===== src/rtl/async_fifo_pkg.sv =====
// Shared defaults and types for the FIFO write-side arbiter.
// Imported by the picker and by the arbiter top.
package async_fifo_pkg;

    localparam int unsigned DEF_WIDTH     = 8;
    localparam int unsigned DEF_N_REQ     = 4;
    localparam int unsigned DEF_MAX_BURST = 4;
    localparam int unsigned ERR_CNT_W     = 16;

    typedef enum logic {
        IDLE  = 1'b0,
        BURST = 1'b1
    } arb_state_e;

endpackage


===== src/rtl/rr_arb_pick.sv =====
// Combinational round-robin picker: first set request at or after ptr,
// wrapping modulo N_REQ.
module rr_arb_pick
    import async_fifo_pkg::*;
#(
    parameter int unsigned N_REQ = DEF_N_REQ,
    localparam int unsigned IDX_W = (N_REQ > 1) ? $clog2(N_REQ) : 1
) (
    input  logic [N_REQ-1:0] req,
    input  logic [IDX_W-1:0] ptr,
    output logic [N_REQ-1:0] onehot,
    output logic [IDX_W-1:0] idx,
    output logic             any
);

    int unsigned cand;

    always_comb begin
        onehot = '0;
        idx    = '0;
        any    = 1'b0;
        cand   = 0;
        for (int unsigned k = 0; k < N_REQ; k++) begin
            cand = (32'(ptr) + k) % N_REQ;
            if (!any && req[cand]) begin
                any          = 1'b1;
                onehot[cand] = 1'b1;
                idx          = IDX_W'(cand);
            end
        end
    end

endmodule


===== src/rtl/fifo_wr_arbiter.sv =====
// Round-robin burst scheduler sharing one FIFO write port among N_REQ
// requesters; also counts FIFO write-error cycles (saturating).
module fifo_wr_arbiter
    import async_fifo_pkg::*;
#(
    parameter int unsigned WIDTH     = DEF_WIDTH,
    parameter int unsigned N_REQ     = DEF_N_REQ,
    parameter int unsigned MAX_BURST = DEF_MAX_BURST
) (
    input  logic                   clk_i,
    input  logic                   rst_i,
    input  logic [N_REQ-1:0]       req_valid_i,
    input  logic [N_REQ*WIDTH-1:0] req_data_i,
    output logic [N_REQ-1:0]       req_ready_o,
    input  logic                   fifo_full_i,
    input  logic                   fifo_wr_error_i,
    output logic                   fifo_wr_en_o,
    output logic [WIDTH-1:0]       fifo_wdata_o,
    output logic [N_REQ-1:0]       grant_o,
    output logic                   busy_o,
    output logic [ERR_CNT_W-1:0]   err_cnt_o
);

    localparam int unsigned IDX_W  = (N_REQ > 1) ? $clog2(N_REQ) : 1;
    localparam int unsigned BEAT_W = $clog2(MAX_BURST) + 1;

    arb_state_e          state, state_nxt;
    logic [N_REQ-1:0]    grant, grant_nxt;
    logic [IDX_W-1:0]    gidx, gidx_nxt;
    logic [IDX_W-1:0]    rr_ptr, rr_ptr_nxt;
    logic [BEAT_W-1:0]   beat_cnt, beat_nxt;
    logic [ERR_CNT_W-1:0] err_cnt;

    logic                in_burst;
    logic [N_REQ-1:0]    ready;
    logic                transfer;
    logic                cur_valid;
    logic                last_beat;
    logic                release_burst;
    logic [IDX_W-1:0]    ptr_after;
    logic [IDX_W-1:0]    pick_ptr;
    logic [N_REQ-1:0]    pick_onehot;
    logic [IDX_W-1:0]    pick_idx;
    logic                pick_any;

    always_comb begin
        in_burst  = (state == BURST);
        ready     = grant & {N_REQ{in_burst}} & {N_REQ{~fifo_full_i}};
        transfer  = |(req_valid_i & ready);
        cur_valid = req_valid_i[gidx];
        last_beat = (beat_cnt == BEAT_W'(MAX_BURST - 1));
        // Full stalls the burst: it neither counts a beat nor releases on a dropped valid.
        release_burst = in_burst &&
                        ((transfer && last_beat) || (!cur_valid && !fifo_full_i));
        ptr_after = (gidx == IDX_W'(N_REQ - 1)) ? '0 : gidx + IDX_W'(1);
        // On release the next winner is chosen from the advanced pointer in the same cycle.
        pick_ptr  = in_burst ? ptr_after : rr_ptr;
    end

    rr_arb_pick #(
        .N_REQ (N_REQ)
    ) u_pick (
        .req    (req_valid_i),
        .ptr    (pick_ptr),
        .onehot (pick_onehot),
        .idx    (pick_idx),
        .any    (pick_any)
    );

    always_comb begin
        state_nxt  = state;
        grant_nxt  = grant;
        gidx_nxt   = gidx;
        rr_ptr_nxt = rr_ptr;
        beat_nxt   = beat_cnt;
        case (state)
            IDLE: begin
                if (pick_any) begin
                    state_nxt = BURST;
                    grant_nxt = pick_onehot;
                    gidx_nxt  = pick_idx;
                    beat_nxt  = '0;
                end
            end
            BURST: begin
                if (release_burst) begin
                    rr_ptr_nxt = ptr_after;
                    beat_nxt   = '0;
                    if (pick_any) begin
                        state_nxt = BURST;
                        grant_nxt = pick_onehot;
                        gidx_nxt  = pick_idx;
                    end else begin
                        state_nxt = IDLE;
                        grant_nxt = '0;
                    end
                end else if (transfer) begin
                    beat_nxt = beat_cnt + BEAT_W'(1);
                end
            end
            default: begin
                state_nxt = IDLE;
                grant_nxt = '0;
                beat_nxt  = '0;
            end
        endcase
    end

    always_ff @(posedge clk_i or posedge rst_i) begin
        if (rst_i) begin
            state    <= IDLE;
            grant    <= '0;
            gidx     <= '0;
            rr_ptr   <= '0;
            beat_cnt <= '0;
        end else begin
            state    <= state_nxt;
            grant    <= grant_nxt;
            gidx     <= gidx_nxt;
            rr_ptr   <= rr_ptr_nxt;
            beat_cnt <= beat_nxt;
        end
    end

    always_ff @(posedge clk_i or posedge rst_i) begin
        if (rst_i) begin
            err_cnt <= '0;
        end else if (fifo_wr_error_i && (err_cnt != '1)) begin
            err_cnt <= err_cnt + ERR_CNT_W'(1);
        end
    end

    assign req_ready_o  = ready;
    assign fifo_wr_en_o = transfer;
    assign fifo_wdata_o = in_burst ? req_data_i[gidx*WIDTH +: WIDTH] : '0;
    assign grant_o      = grant;
    assign busy_o       = in_burst;
    assign err_cnt_o    = err_cnt;

endmodule

===== config.mk =====
export PLATFORM = sky130hd
export DESIGN_NAME = fifo_wr_arbiter
export DESIGN_NICKNAME = d
export VERILOG_FILES = /design/src/rtl/async_fifo_pkg.sv /design/src/rtl/rr_arb_pick.sv /design/src/rtl/fifo_wr_arbiter.sv
export SDC_FILE = /design/constraint.sdc
export NUM_CORES = 1
export LEC_CHECK = 0
export BUFFER_PORTS_ARGS = -buffer_cell sky130_fd_sc_hd__buf_2
export CAP_MARGIN = 0
export CORE_MARGIN = 4
export CORE_UTILIZATION = 50
export DETAILED_ROUTE_END_ITERATION = 10
export PLACE_DENSITY = 0.8
export SYNTH_ARGS = -nofsm -noshare
export SYNTH_HDL_FRONTEND = slang
export SYNTH_SLANG_ARGS = --single-unit

===== constraint.sdc =====
create_clock -name clk_i -period 3.8 [get_ports clk_i]
set_clock_uncertainty 0.2 [all_clocks]
set_input_delay 0.76 -clock clk_i [delete_from_list [all_inputs] [get_ports clk_i]]
set_output_delay 0.76 -clock clk_i [all_outputs]
set_load 0.02 [all_outputs]

==> Word level (Yosys, flattened, before mapping) <==
Cells that the tools add are included.
Widths: inputs -> output; s select.
{ "totals": {"regBits": 28, "word_cells": 104} }
{ "classes": {"addsub": 6, "order_cmp": 9, "eq_ne": 6, "shifts": 1, "mux": 47, "bitwise_logic": 8, "reduce_logical": 21} }
{ "ops": {"columns": ["op", "n"], "rows": [
  ["$shiftx 32x6->8", 1],
  ["$mux 4", 7],
  ["$add 16x1->16 const B", 1],
  ["$mux 2", 8],
  ["$ne 16x16->1 const B", 1],
  ["$lt 2x3->1 const B", 5],
  ["$mux 1", 15],
  ["$and 4x4->4", 3],
  ["$or 4x4->4", 3],
  ["$logic_and 1x1->1", 11],
  ["$bmux 1 s2", 5],
  ["$mux 3", 3],
  ["$demux 1 s2", 4],
  ["$ge 2x1->1 const B", 4],
  ["$mux 8", 1],
  ["$pmux 4 s2", 1],
  ["$pmux 3 s2", 1],
  ["$reduce_and 2->1", 3],
  ["$logic_not 1->1", 5],
  ["$add 2x1->2 const B", 2],
  ["$add 2x2->2 const B", 2],
  ["$pmux 2 s2", 1],
  ["$reduce_or 4->1", 1],
  ["$add 3x1->3 const B", 1],
  ["other kinds (8)", 9]
]} }

==> Logic depth before layout (Yosys ltp) <==
Gate-level depths: netlist of the first run.
{ "logic_depth": {"word_depth": 18, "mapped_depth": 12, "depth_no_buf": 10} }

==> By module <==
From an unflattened synthesis of the first run, not the netlist that was laid out.
{ "unflattened": {"hier_cells": 206, "hier_area_um2": 2158.3} }
{ "modules_own_cells": {"columns": ["module", "n_inst", "cells_per_inst", "area_each_um2", "seq_area_each_um2"], "rows": [
  ["fifo_wr_arbiter", 1, 161, 1739.2, 700.7],
  ["rr_arb_pick", 1, 45, 419.2, 0.0]
]} }

==> Least setup slack after synthesis of the first run <==
No wires, ideal clock.
{ "synth_timing": {"path_type": "flip-flop to flip-flop", "start": "reg gidx[0]", "end": "reg grant[1], in the netlist grant_o[1]", "setup_time_ps": 87, "arrival_time_ps": 2934, "required_time_ps": 3513, "path_slack_ps": 580, "path_stages_with_launch": 12, "n_path_buf": 2, "period_less_slack_ps": 3220, "path_cell_list": "dfrtp_1 > ha_1 > or3b_1 > and2_4 > buf_6 > ha_1 > clkbuf_1 > a221oi_1 > nor2_1 > a311o_1 > or3_1 > o211ai_1"} }
{ "synth_between": {"elab_chain_len": 18} }
{ "synth_lines": {"columns": ["item", "line", "text"], "rows": [
  ["from (decl)", "fifo_wr_arbiter.sv:29", "logic [IDX_W-1:0] gidx, gidx_nxt;"],
  ["from (signal assigned)", "fifo_wr_arbiter.sv:119", "gidx <= gidx_nxt;"],
  ["parallel branches: the longest is 18 deep, another holds $lt 2x3->1", null, null],
  ["to (signal assigned)", "fifo_wr_arbiter.sv:118", "grant <= grant_nxt;"],
  ["to (decl)", "fifo_wr_arbiter.sv:28", "logic [N_REQ-1:0] grant, grant_nxt;"]
]} }
Parallel ways; which one is timed is not known. The select of a mux whose other input is x is not followed.
A chain may end at the register's enable or synchronous reset.

==> Worst setup path after layout of the first run <==
Same ends and word-level chain as after synthesis.

==> results of run 1 <==
[worst paths after layout]
check	slack (ns)	cells past startpoint	startpoint	to
hold reg to reg	0.29	1	err_cnt_o[7]	err_cnt_o[7]
setup / recovery	0.44	10	gidx[0]	grant_o[1]
max in group asynchronous	2.28	2	rst_i	err_cnt_o[6]
min in group asynchronous	0.50	2	rst_i	err_cnt_o[3]
hold / removal	0.29	1	err_cnt_o[7]	err_cnt_o[7]
setup reg to reg	0.44	10	gidx[0]	grant_o[1]
[layout by cell type (no fill, tap or decap), types with 3 or more instances in the layout]
cell type,count
buf_2,73
dfrtp_1,28
nor2_1,18
nand2_1,16
and2_1,13
inv_1,12
ha_1,11
mux4_2,10
nand3_1,7
o21ai_0,7
a21oi_1,7
xnor2_1,7
nor3_1,6
xor2_1,6
nand4_1,5
buf_4,4
mux2_2,3
nand3b_1,3
a222oi_1,3
or3_1,3
o211ai_1,3
clkbuf_8,3
[stage by stage]
step	setup WS, ns	instances
after detailed placement	0.4944	329
after global routing	0.3230	333
after CTS	0.4638	333
after global placement	0.5935	329
after floorplan	0.5799	212
final	0.4408	333
[routing by layer]
layer  global-route usage  share of wire  vias up
met5                    0              0        -
met4              0.05219         0.0099        0
met3              0.01524          0.046        5
met2               0.3480           0.53       60
met1               0.2668           0.41      903
li1                     -              -      918
[area by class of cell]
type	instances	area, um2	share of cell area
sequential	28	700.7	0.2767
timing repair buffer	77	395.4	0.1561
clock inverter	1	30.03	0.01186
multi-input combinational	162	1257	0.4965
inverter	12	45.04	0.01779
clock buffer	3	41.29	0.01630
tap	50	62.56	0.02470
[worst reg2reg max path: stages, from the launching register on]
cell and delay (ns):
dfrtp_1 0.39, buf_4 0.20, or3b_1 0.46, and2_4 0.21, ha_1 0.46, nor2b_1 0.08
a221oi_1 0.37, nor2_1 0.10, a311o_1 0.39, or3_1 0.32, o211ai_1 0.09
[state kept, by name, summed over array words and instances (netlist names)]
register / flops
beat_cnt: 3
gidx: 2
rr_ptr: 2
busy_o: 1
err_cnt_o: 16
grant_o: 4
[power by group through the flow]
| stage | registers, mW | clock network [mW] | logic, mW |
|---|---|---|---|
| final | 0.477 | 0.234 | 1.17 |
| after global routing | 0.492 | 0.248 | 1.30 |
| after CTS | 0.477 | 0.236 | 1.17 |
| after detailed placement | 0.482 | 0 | 1.17 |
| after global placement | 0.477 | 0 | 1.14 |
| after floorplan | 0.530 | 0 | 0.825 |
[logic make-up after synthesis]
family	Yosys count	share of synthesized area
xor gates and xnor gates	13	0.05559
DFF	28	0.3421
muxes	14	0.1313
and+or+nand+nor	83	0.2144
buffers and inverters	22	0.04398
AOI/OAI and AO/OA	41	0.1454
adders and majority gates	11	0.06720
==> reports/qor.yml, run 1 <==
outcome: "completed"
critPathMaxStageDelay_ns: 0.46
yosysTopAreaCell: "dfrtp_1"
grtUsageTotal: 0.1989
via_per_inst: 5.664
crit_path_top_delay_cell: "or3b_1"
die_area_mm2: 0.005185
setup_viol: 0
vias: 1886
post-route-cell-area_mm2: 0.002532
ys_seq_area_frac: 0.3421
fin_crit_sh: 0.8840
drc: 0
intPower_mw: 1.042
grt_pass1_wl_um: 8293
syn_area_per_cell_um2: 9.661
synthToLayoutAreaGrowth_pct: 23.64
min_period_ns: 3.359
ys_ff_latch: 28
clock_power_share: 0.124
worstSetupEndpointType: "register"
crit_type: "register to register"
yosysMostFrequentCell: "dfrtp_1"
postCtsSetupBuffers: 0
slew_headroom: 0.3281
antenna_found_initial: 0
firstDrtPassIters: 4
timing.hold.ws_ns: 0.2934
num_rows: 23
synthTopCellsByCount: "28 x dfrtp_1, 18 x nor2_1, 16 x nand2_1, 13 x and2_1, 12 x inv_1"
finalWirelength_um: 5038
portBuffers: 73
synthesis.area_mm2: 0.002048
hold_buffers: 0
start_util: 0.5158
hold_path.class: "register to register"
antennaDiodeCount: 0
cp.arrival_ns: 3.35
synth_fp_nets: 263
clk_latency_ns: 0.28
synth_top_area_share: 0.3421
cp.required_ns: 3.79
wl_per_cell_um: 15.13
nFillCells: 351
sw_frac_of_total: 0.4468
rsz0062_at_grt: "false"
hold_viol_final: 0
cts_resized: 0
path_delay_family: "simple AND/OR/NAND/NOR gates"
cts_tree: "yes"
grt.overflow.total: 0
cts_max_level: 1
p_per_area_mw_per_mm2: 743.7
cp-start-kind: "register"
routabilityCongestion: 0.8866
die_height_um: 72.01
crit_chain: "buf_4, or3b_1, and2_4, ha_1, nor2b_1, a221oi_1, nor2_1, a311o_1, or3_1, o211ai_1"
grt_pass1_vias: 1765
power_switching_mw: 0.8416
grt_max_degree: 29
ys_top_cells_by_area: "dfrtp_1 34%, mux4_2 11%, ha_1 6.7%, and2_1 4.0%, nor2_1 3.3%"
drv_slew: 0
power_mw: 1.883
fmax_mhz: 297.7
cts_made_buffers: 3
utilization: 0.6377
root_buffer: "clkbuf_8"
dp_hpwl_um: 3974
dpl_cell_area_mm2: 0.002461
clock_sinks: 28
antenna_left: 0
peakVddDrop_v: 0.0005921
synthCells: 212
clockBufferDepth: 2
drv_cap: 0
dr.first_iter.drc_count: 169
drive_above_1_share: 0.3428
synth_edf_count: 0
worstMarginPinSlew_ns: 1.007
leakage_nw: 1.217
worstPathMaxFanout: 12
io_pins: 74
final.setup.tns_ns: 0
final_nets: 335
synthFlopType: "dfrtp_1"
crit_buf_inv: 1
combPwrFrac: 0.623
cts.clk_slew.worst_paths_ns: 0.09
synth_warnings: 0
synthDistinctLibCells: 48
dieWidth_um: 72.01
seq_power_share: 0.253
coreArea_mm2: 0.003971
async_reset_ff_frac: 1.000
Note: power is estimated with default switching activity, not from simulation.
==> inputs of run 2 (changes only) <==
Settings changed: CORE_ASPECT_RATIO set to 0.8.
==> run 2 against run 1 <==
Against the previous run: largest power group unchanged; final cell count is 1.2% higher; cell area is 0.94% lower; critical endpoint is now grant_o[2]; critical path type unchanged; first-iteration DRC count is 18% lower; global-route usage is 0.53 points lower; via count is 2.1% lower; setup slack better by 0.026 ns; clock power is 34% lower.
==> reports/qor.yml, run 2 (synthesized netlist as in run 1, its figures left out) <==
wl_per_cell_um: 14.49  # -4.2%
coreArea_mm2: 0.003879  # -2.3%
pre_cts_slack_ns: 0.5010  # +0.006633 ns
fmax_mhz: 300.0  # +0.77%
fin_crit_sh: 0.8772  # -0.006741
cts_tree: "yes"
power_mw: 1.806  # -4.1%
crit_chain: "buf_4, or3b_1, and2_4, ha_1, nor2b_1, a221oi_1, nor2_1, a311o_1, or3_1, o211ai_1"
num_rows: 20  # -13%
met2_wirelength_um: 2472  # -7.5%
grt.overflow.total: 0  # unchanged
vias: 1846  # -2.1%
postCtsSetupBuffers: 0  # unchanged
min_period_ns: 3.334  # -0.02562 ns
peakVddDrop_v: 0.0006179  # +4.4%
r2r_cells: 10  # unchanged
cts.clk_slew.worst_paths_ns: 0.09  # about the same
cts_resized: 0  # unchanged
critPathMaxStageDelay_ns: 0.47  # about the same
path_delay_family: "simple AND/OR/NAND/NOR gates"
dp_hpwl_um: 3931  # -1.1%
setup_viol: 0  # unchanged
cp.depth: 10  # unchanged
grt_pass1_vias: 1744  # -1.2%
worstSetupEndpointType: "register"
wl_met1_um: 2143  # +2.8%
fin_cells: 337  # +1.2%
r2r-start: "gidx[0]"
routed.top_layer: "met4"
hold_viol_final: 0  # unchanged
dr.first_iter.drc_count: 138  # -18%
worstPathMaxFanout: 12  # unchanged
antennaDiodeCount: 0  # unchanged
portBuffers: 73  # unchanged
r2r_end: "grant_o[2]"
r2r_slack_ns: 0.47  # +0.03 ns
clock_sinks: 28  # unchanged
crit_type: "register to register"
clk_latency_ns: 0.27  # about the same
final_nets: 335  # unchanged
dr_wl_met3_um: 204  # -11%
post-route-cell-area_mm2: 0.002509  # -0.94%
antenna_left: 0  # unchanged
dieWidth_um: 79.56  # +10%
largest_reg_flops: 16  # unchanged
dp.cells: 334  # +1.5%
grt_pass1_wl_um: 8100  # -2.3%
final_cell_mix: "73 x buf_2, 28 x dfrtp_1, 18 x nor2_1"
crit_buf_inv: 1  # unchanged
drv_cap: 0  # unchanged
io_pins: 74  # unchanged
drv_slew: 0  # unchanged
grt_max_degree: 29  # unchanged
final_common_cell: "buf_2"
slew_headroom: 0.3304  # +0.002235
crit_path_top_delay_cell: "ha_1"
cts_max_level: 1  # unchanged
clockBufferDepth: 2  # unchanged
grtUsageTotal: 0.1937  # -0.005262
final.setup.tns_ns: 0  # unchanged
nFillCells: 311  # -11%
cp.required_ns: 3.79  # about the same
synthToLayoutAreaGrowth_pct: 22.48
drc: 0  # unchanged
start_util: 0.5281  # +0.01231
cts_made_buffers: 3  # unchanged
die_area_mm2: 0.005191  # +0.11%
cp.arrival_ns: 3.32  # -0.03 ns
setup.worst_path.start: "gidx[0]"
drive_above_1_share: 0.3404  # -0.002331
finalWirelength_um: 4882  # -3.1%
multi_input_area_mm2: 0.001257  # unchanged
antenna_found_initial: 0  # unchanged
regArea_um2: 700.7  # unchanged
dpl_cell_area_mm2: 0.002467  # +0.25%
die_height_um: 65.25  # -9.4%
rsz0062_at_grt: "false"
hold_buffers: 0  # unchanged
cp-endpoint: "grant_o[2]"
via_per_inst: 5.478  # -3.3%
cp-start-kind: "register"
root_buffer: "clkbuf_8"
worstMarginPinSlew_ns: 1.003  # -0.003349 ns
firstDrtPassIters: 6  # +2
leakage_nw: 1.202  # -1.2%
outcome: "completed"
timing.final.ws_setup_ns: 0.4665  # +0.02562 ns
p_per_area_mw_per_mm2: 720.0  # -3.2%
routabilityCongestion: 0.8645  # -2.5%
hold_path.class: "register to register"
run 2: changes by cell type in the layout (fill, tap and decap cells not counted):
cell / previous run / this run
bufinv_16: 1 / 0
run 2: worst reg2reg max path, stage by stage (launching register included):
cell and delay, ns:
dfrtp_1 0.39, buf_4 0.20, or3b_1 0.46, and2_4 0.21
ha_1 0.47, nor2b_1 0.08, a221oi_1 0.32, nor2_1 0.09
a311o_1 0.40, or3_1 0.33, o211ai_1 0.09
run 2: layout make-up:
class                   instances  share of cell area
flip-flops and latches         28              0.2793
inverters                      12             0.01796
clock buffers                   3             0.01646
repair buffers                 77              0.1576
multi-input cells             162              0.5012
well taps                      55             0.02743
run 2: where the power goes:
group,switching [mW],leakage [nW],internal (mW)
sequential,0.0838,0.348,0.390
combinational,0.666,0.833,0.512
clock,0.0838,0.0216,0.0710
run 2: how the worst min path moves through the flow:
stage | start | endpoint | depth (start not counted) | slack, ns
CTS | err_cnt_o[7] | err_cnt_o[7] | 1 | 0.30
finish | err_cnt_o[7] | err_cnt_o[7] | 1 | 0.29
floorplan | beat_cnt[0] | beat_cnt[0] | 1 | 0.26
global placement | err_cnt_o[7] | err_cnt_o[7] | 1 | 0.27
global route | err_cnt_o[7] | err_cnt_o[7] | 1 | 0.32
detailed placement | err_cnt_o[7] | err_cnt_o[7] | 1 | 0.28
run 2: through the flow:
step	hold slack, ns	util
after floorplan	0.2637	-
after global placement	0.2733	0.6361
after detailed placement	0.2825	0.6361
after CTS	0.2959	0.6468
after global routing	0.3199	0.6468
final	0.2900	0.6468
run 2: per-layer routing:
| layer | vias to the layer above | global-route usage |
|---|---|---|
| met1 | 877 | 0.2515 |
| met3 | 7 | 0.03014 |
| li1 | 915 | - |
| met2 | 47 | 0.3396 |
| met5 | - | 0 |
| met4 | 0 | 0.04506 |
